===== src/rtl/mem_pkg.sv =====
// rtl/mem_pkg.sv - shared constants for the memory responder
//
// Purpose: default geometry and FSM state encoding shared by the memory
// responder, its bus interface and its RAM.
// Ports: none (package).
package mem_pkg;

    localparam int ADDR_WIDTH_DEF = 6;
    localparam int DATA_WIDTH_DEF = 16;

    localparam logic [0:0] ST_LOAD = 1'b0;
    localparam logic [0:0] ST_RUN  = 1'b1;

endpackage


===== src/rtl/mem_responder_if.sv =====
// rtl/mem_responder_if.sv - CPU memory port and loader stream bundle
//
// Purpose: groups the CPU memory port, the valid/ready loader stream and the
// status outputs of the memory responder.
// Modports:
//   master - host/CPU side: drives mem_we/mem_addr/mem_data, load_valid/
//            load_data/load_last/load_start; observes mem_in, load_ready,
//            load_count, cpu_en.
//   slave  - memory responder side (the mirror image).
interface mem_responder_if
    import mem_pkg::*;
#(
    parameter int ADDR_WIDTH = ADDR_WIDTH_DEF,
    parameter int DATA_WIDTH = DATA_WIDTH_DEF
);

    logic                  mem_we;
    logic [ADDR_WIDTH-1:0] mem_addr;
    logic [DATA_WIDTH-1:0] mem_data;
    logic [DATA_WIDTH-1:0] mem_in;
    logic                  load_valid;
    logic                  load_ready;
    logic [DATA_WIDTH-1:0] load_data;
    logic                  load_last;
    logic                  load_start;
    logic [ADDR_WIDTH:0]   load_count;
    logic                  cpu_en;

    modport master (
        output mem_we, mem_addr, mem_data,
        output load_valid, load_data, load_last, load_start,
        input  mem_in, load_ready, load_count, cpu_en
    );

    modport slave (
        input  mem_we, mem_addr, mem_data,
        input  load_valid, load_data, load_last, load_start,
        output mem_in, load_ready, load_count, cpu_en
    );

endinterface


===== src/rtl/mem_responder_sp_ram.sv =====
// rtl/mem_responder_sp_ram.sv - single-port synchronous RAM
//
// Purpose: 2**ADDR_WIDTH x DATA_WIDTH single-port RAM with synchronous write
// and registered read. The read register only updates when re_i is high so
// the owner can hold its output; it resets to zero, the array does not.
// Configuration: MEM_WRITE_FIRST_EN selects write-first (read of the address
// being written returns the new data); default is read-first (old data).
// Ports:
//   clk, rst        clock, asynchronous active-high reset (read register only)
//   we_i            write enable
//   re_i            read enable (rdata_o holds when low)
//   addr_i          word address
//   wdata_i         write data
//   rdata_o         registered read data
module sp_ram #(
    parameter int ADDR_WIDTH = 6,
    parameter int DATA_WIDTH = 16
) (
    input  logic                  clk,
    input  logic                  rst,
    input  logic                  we_i,
    input  logic                  re_i,
    input  logic [ADDR_WIDTH-1:0] addr_i,
    input  logic [DATA_WIDTH-1:0] wdata_i,
    output logic [DATA_WIDTH-1:0] rdata_o
);

    logic [DATA_WIDTH-1:0] mem_q [0:(2**ADDR_WIDTH)-1];
    logic [DATA_WIDTH-1:0] rdata_q;

    // Array is deliberately outside the reset so a program image survives rst.
    always_ff @(posedge clk) begin
        if (we_i) begin
            mem_q[addr_i] <= wdata_i;
        end
    end

    always_ff @(posedge clk or posedge rst) begin
        if (rst) begin
            rdata_q <= '0;
        end else if (re_i) begin
`ifdef MEM_WRITE_FIRST_EN
            rdata_q <= we_i ? wdata_i : mem_q[addr_i];
`else
            rdata_q <= mem_q[addr_i];
`endif
        end
    end

    assign rdata_o = rdata_q;

endmodule


===== src/rtl/mem_responder.sv =====
// rtl/mem_responder.sv - program/data memory with stream loader and CPU gate
//
// Purpose: 64 x 16 word memory serving the CPU memory port. After reset (or a
// load_start pulse) the block sits in LOAD, filling memory from the loader
// stream with the CPU held off; the final word (load_last, or memory full)
// moves it to RUN where the CPU owns the RAM and cpu_en is high.
// Configuration: MEM_WRITE_FIRST_EN (passed through to sp_ram) makes a CPU
// read of the address being written return the new data.
// Ports:
//   clk, rst   clock, asynchronous active-high reset
//   bus        mem_responder_if.slave: CPU port (mem_we, mem_addr, mem_data,
//              mem_in), loader (load_valid, load_ready, load_data, load_last,
//              load_start, load_count) and cpu_en
module mem_responder
    import mem_pkg::*;
#(
    parameter int ADDR_WIDTH = ADDR_WIDTH_DEF,
    parameter int DATA_WIDTH = DATA_WIDTH_DEF
) (
    input  logic                  clk,
    input  logic                  rst,
    mem_responder_if.slave        bus
);

    logic [0:0]            state_q,      state_d;
    logic [ADDR_WIDTH-1:0] load_ptr_q,   load_ptr_d;
    logic [ADDR_WIDTH:0]   load_count_q, load_count_d;

    logic                  in_load;
    logic                  accept;
    logic                  ptr_full;

    logic                  ram_we;
    logic                  ram_re;
    logic [ADDR_WIDTH-1:0] ram_addr;
    logic [DATA_WIDTH-1:0] ram_wdata;
    logic [DATA_WIDTH-1:0] ram_rdata;

    assign in_load  = (state_q == ST_LOAD);
    assign accept   = in_load && bus.load_valid;
    assign ptr_full = (load_ptr_q == {ADDR_WIDTH{1'b1}});

    always_comb begin
        state_d      = state_q;
        load_ptr_d   = load_ptr_q;
        load_count_d = load_count_q;
        case (state_q)
            ST_LOAD: begin
                if (accept) begin
                    // Pointer wraps to 0 on the last slot; it is reset again
                    // before the next load so the wrap is harmless.
                    load_ptr_d   = load_ptr_q + 1'b1;
                    load_count_d = load_count_q + 1'b1;
                    if (bus.load_last || ptr_full) begin
                        state_d = ST_RUN;
                    end
                end
            end
            ST_RUN: begin
                if (bus.load_start) begin
                    state_d      = ST_LOAD;
                    load_ptr_d   = '0;
                    load_count_d = '0;
                end
            end
            default: begin
                state_d = ST_LOAD;
            end
        endcase
    end

    always_ff @(posedge clk or posedge rst) begin
        if (rst) begin
            state_q      <= ST_LOAD;
            load_ptr_q   <= '0;
            load_count_q <= '0;
        end else begin
            state_q      <= state_d;
            load_ptr_q   <= load_ptr_d;
            load_count_q <= load_count_d;
        end
    end

    // LOAD: the loader owns the RAM and the read register is frozen so mem_in
    // holds. RUN: the CPU owns it, including the load_start cycle, so a CPU
    // write issued alongside load_start still lands.
    assign ram_we    = in_load ? accept         : bus.mem_we;
    assign ram_re    = !in_load;
    assign ram_addr  = in_load ? load_ptr_q     : bus.mem_addr;
    assign ram_wdata = in_load ? bus.load_data  : bus.mem_data;

    sp_ram #(
        .ADDR_WIDTH (ADDR_WIDTH),
        .DATA_WIDTH (DATA_WIDTH)
    ) u_ram (
        .clk     (clk),
        .rst     (rst),
        .we_i    (ram_we),
        .re_i    (ram_re),
        .addr_i  (ram_addr),
        .wdata_i (ram_wdata),
        .rdata_o (ram_rdata)
    );

    assign bus.mem_in     = ram_rdata;
    assign bus.load_ready = in_load;
    assign bus.load_count = load_count_q;
    assign bus.cpu_en     = (state_q == ST_RUN);

endmodule


===== src/flat_wrapper.sv =====
// flat-port wrapper written by rule: the top's interface ports become plain ports
module mem_responder_flat import mem_pkg::*;
#(
    parameter int ADDR_WIDTH = ADDR_WIDTH_DEF,
    parameter int DATA_WIDTH = DATA_WIDTH_DEF
)
  (clk, rst, bus_mem_we, bus_mem_addr, bus_mem_data, bus_load_valid, bus_load_data, bus_load_last, bus_load_start, bus_mem_in, bus_load_ready, bus_load_count, bus_cpu_en);
  mem_responder_if #(.ADDR_WIDTH(ADDR_WIDTH), .DATA_WIDTH(DATA_WIDTH)) bus_i ();
  input  logic clk;
  input  logic rst;
  input wire logic [$bits(bus_i.mem_we)-1:0] bus_mem_we;
  input wire logic [$bits(bus_i.mem_addr)-1:0] bus_mem_addr;
  input wire logic [$bits(bus_i.mem_data)-1:0] bus_mem_data;
  input wire logic [$bits(bus_i.load_valid)-1:0] bus_load_valid;
  input wire logic [$bits(bus_i.load_data)-1:0] bus_load_data;
  input wire logic [$bits(bus_i.load_last)-1:0] bus_load_last;
  input wire logic [$bits(bus_i.load_start)-1:0] bus_load_start;
  output wire logic [$bits(bus_i.mem_in)-1:0] bus_mem_in;
  output wire logic [$bits(bus_i.load_ready)-1:0] bus_load_ready;
  output wire logic [$bits(bus_i.load_count)-1:0] bus_load_count;
  output wire logic [$bits(bus_i.cpu_en)-1:0] bus_cpu_en;
  assign bus_i.mem_we = bus_mem_we;
  assign bus_i.mem_addr = bus_mem_addr;
  assign bus_i.mem_data = bus_mem_data;
  assign bus_i.load_valid = bus_load_valid;
  assign bus_i.load_data = bus_load_data;
  assign bus_i.load_last = bus_load_last;
  assign bus_i.load_start = bus_load_start;
  assign bus_mem_in = bus_i.mem_in;
  assign bus_load_ready = bus_i.load_ready;
  assign bus_load_count = bus_i.load_count;
  assign bus_cpu_en = bus_i.cpu_en;
  mem_responder #(.ADDR_WIDTH(ADDR_WIDTH), .DATA_WIDTH(DATA_WIDTH)) u_core (.clk(clk), .rst(rst), .bus(bus_i));
endmodule

===== config.mk =====
export PLATFORM = sky130hd
export DESIGN_NAME = mem_responder_flat
export DESIGN_NICKNAME = d
export VERILOG_FILES = /design/src/rtl/mem_pkg.sv /design/src/rtl/mem_responder_if.sv /design/src/rtl/mem_responder_sp_ram.sv /design/src/rtl/mem_responder.sv /design/src/flat_wrapper.sv
export SDC_FILE = /design/constraint.sdc
export NUM_CORES = 1
export LEC_CHECK = 0
export ABC_AREA = 1
export CORE_MARGIN = 2
export CORE_UTILIZATION = 40
export CTS_CLUSTER_DIAMETER = 100
export CTS_CLUSTER_SIZE = 8
export DETAILED_ROUTE_END_ITERATION = 7
export HOLD_SLACK_MARGIN = 0.06
export PLACE_DENSITY = 0.58
export SLEW_MARGIN = 20
export SYNTH_ARGS = -nofsm -noshare
export SYNTH_HDL_FRONTEND = slang
export SYNTH_HIERARCHICAL = 1
export SYNTH_SLANG_ARGS = --single-unit

===== constraint.sdc =====
create_clock -name clk -period 4.1 [get_ports clk]
set_clock_uncertainty 0.15 [all_clocks]
set_input_delay 0.41 -clock clk [delete_from_list [all_inputs] [get_ports clk]]
set_output_delay 0.41 -clock clk [all_outputs]
set_load 0.05 [all_outputs]

==> key figures <==
Synthesis
  – Register area share after synthesis: 0.701
  – Synth Instances: 4490
  – Count of cell types in the netlist: 30
  – Dominant cells by area after synthesis: edfxtp_1, nand2_1, dfrtp_1
  – Yosys top cell by area: edfxtp_1
  – Synth warnings: 6
  – Post-synthesis register bit count: 1054
  – Syn Nets: 4536
  – Mean Syn Cell Area: 10.0 um2
  – Cell area after synthesis: 0.0449 mm2
  – Top-area cell type share of the netlist area: 0.685

Placement
  – Placed inst area: 0.0481 mm2
  – Detailed placer's ending HPWL: 73.1 mm
  – Port Buffers: 68
  – Pre-CTS setup slack: 660 ps
  – GP Congestion: 0.835

CTS
  – Num CTS Buffers: 149
  – CTS clock-pin slew for the worst setup and hold paths: 50 ps
  – Sink Count: 1054
  – Root buffer cell: clkbuf_16
  – Post-CTS Hold Fix Bufs: 1
  – Worst-Skew Late Latency: 740 ps
  – H-tree depth: 4
  – Clock buffer depth: 3
  – CTS tree: built
  – # Post-CTS Setup Buffers: 0
  – CTS resizes: 0

Detailed routing
  – Drt first pass iters: 8
  – DRC: 0
  – Vias: 31000
  – Initial drt markers: 3111
  – Post-Route WL: 127 mm
  – Post-route ant nets: 0
  – WL/cell: 20.5 um
  – Via/cell ratio: 5.00

Floorplan
  – Die H: 339 um
  – Die area: 0.115 mm2
  – Initial Util: 0.405
  – Die X: 339 um
  – Ports: 69
  – # rows: 122
  – Core area: 0.111 mm2

Power
  – Max rail drop VDD: 730 uV
  – Power Density: 607 mW/mm2
  – Static Leakage: 21.9 nW

Setup path
  – Reg2reg setup slack: 780 ps
  – Register-to-Register Path Depth: 8
  – CP endpoint kind: flop
  – Critical Path AT: 3560 ps
  – Worst-path maximum fanout: 16
  – Worst reg2reg path endpoint: u_core/u_ram/mem_q[12][11]
  – Startpoint types: flop
  – Critical Path RT: 4340 ps
  – RR Startpoint: u_core/bus.cpu_en
  – Most used cell along the critical path: buf_4
  – CP cell instances: inv_2 > buf_4 > nand2_4 > nand2_1 > nand3_1 > buf_4 > nor2_1 > buf_4
  – Slowest-stage cell, CP: dfrtp_2
  – Slowest stage delay, CP: 540 ps
  – Critical path type: flop to flop

GRT
  – Initial antenna violation count: 2
  – Total GRT Usage: 0.220
  – Global-route wire length before repair: 190 mm
  – Vias in the first global route: 29600
  – GRT overflow: 0
  – Largest net degree at the start of global routing: 90

Final layout
  – Final layout net count: 4709
  – Most common cell after layout, fill and taps aside: nand2_1
  – Synth-to-layout area growth: 16.3%
  – Design area: 0.0522 mm2
  – Most frequent cells in the layout: nand2_1, edfxtp_1, clkbuf_16
  – Ratio of cells with drive above 1 in the final layout: 0.0820

Min path
  – WHS Endpoint: u_core/bus.cpu_en
  – Hold Startpoint: bus_load_last
  – Worst hold path class: primary input to flop
  – Hold Crit Depth: 5

STA
  – Setup TNS: 0 ps
  – Post-route setup slack: 778 ps
  – Tmin final: 3320 ps
  – Worst rel slew slack: 0.275
  – Tcrit/Tclk final: 0.810
  – Pins Over Slew Limit: 0
  – RSZ-0062 raised after global routing: no
  – Highest clock rate: 301 MHz
  – Worst hold margin: 192 ps
  – Worst slew pin tran: 1080 ps
  – Final hold violations: 0
  – Endpoints failing setup: 0

Run
  – Maxcap violations: 0

Run status
  – Status: finished clean
## cells by family (layout without fill, tap and decap cells)
group / after synthesis / in the layout / synth area share
AO/OA/AOI/OAI: 32 / 32 / 0.00390
flip-flops: 1054 / 1054 / 0.701
buffers and inverters: 297 / 529 / 0.0295
AND/OR/NAND/NOR: 3105 / 3105 / 0.265
adder cells (fa/ha/maj): 2 / 2 / 0.000557
other: 0 / 1 / 0
## flip-flops by register name, indices dropped and copies added, names as in the netlist
register and cells:
u_core/u_ram/mem_q 1024, u_core/u_ram/rdata_o 16, u_core/bus.load_count 7, u_core/load_ptr_q 6, u_core/bus.cpu_en 1
## worst max path at each step
stage / start / to / slack [ps]
5_1_grt: u_core/bus.cpu_en / u_core/u_ram/mem_q[12][11] / 730
3_5_place_dp: bus_mem_addr[0] / u_core/u_ram/rdata_o[10] / 660
6_report: u_core/bus.cpu_en / u_core/u_ram/mem_q[12][11] / 780
2_1_floorplan: u_core/bus.cpu_en / u_core/u_ram/mem_q[40][0] / -200
4_1_cts: u_core/bus.cpu_en / u_core/u_ram/mem_q[12][11] / 830
3_3_place_gp: bus_mem_addr[0] / u_core/u_ram/rdata_o[10] / 700
## stage by stage
step                      total power (W)  std cells   util
after CTS                          0.0319       6210  0.471
final                              0.0317       6211  0.471
after floorplan                    0.0176       4490      -
after global placement             0.0208       5999  0.434
after global routing               0.0331       6210  0.471
after detailed placement           0.0208       5999  0.434
## report_power, final
part / internal, W / leakage, nW / total [W] / switching, W
sequential: 0.0124 / 9.61 / 0.0126 / 0.000210
clock: 0.00665 / 1.98 / 0.0110 / 0.00440
combinational: 0.00204 / 10.3 / 0.00806 / 0.00601
total: 0.0211 / 21.9 / 0.0317 / 0.0106
## critical path: cells and delay by family (launching register included)
kind | cells | cell delay (ps)
buffers and inverters | 4 | 1140
DFF | 1 | 540
and+or+nand+nor | 4 | 1110
## per-layer routing
metal | GRT usage | up-vias | part of all wire
met1 | 0.317 | 15000 | 0.45
met2 | 0.338 | 1115 | 0.45
li1 | - | 14800 | -
met3 | 0.0386 | 196 | 0.072
met5 | 0 | - | 0
met4 | 0.0734 | 0 | 0.028
## Yosys cell counts, drive strengths merged
master / n
clkbuf: 69
edfxtp: 1024
inv: 85
nand2: 2920
o21bai: 1
dfrtp: 30
nand3b: 1
or2: 19
nor3: 8
nor4: 2
buf: 143
ha: 2
nand3: 41
nor2: 114
o211ai: 3
o21ai: 18
a21oi: 9
o22ai: 1
## final cells by class
| class | count | area (um2) |
|---|---|---|
| Timing Repair Buffer | 234 | 2270 |
| Inverter | 85 | 342 |
| Clock buffer | 200 | 3960 |
| Multi-Input combinational cell | 3139 | 12200 |
| Antenna cell | 1 | 2.50 |
| Clock inverter | 10 | 138 |
| Fill cell | 10200 | 58700 |
| Tap cell | 1488 | 1860 |
| Sequential cell | 1054 | 31500 |
Power figures use the tool's default switching activity.
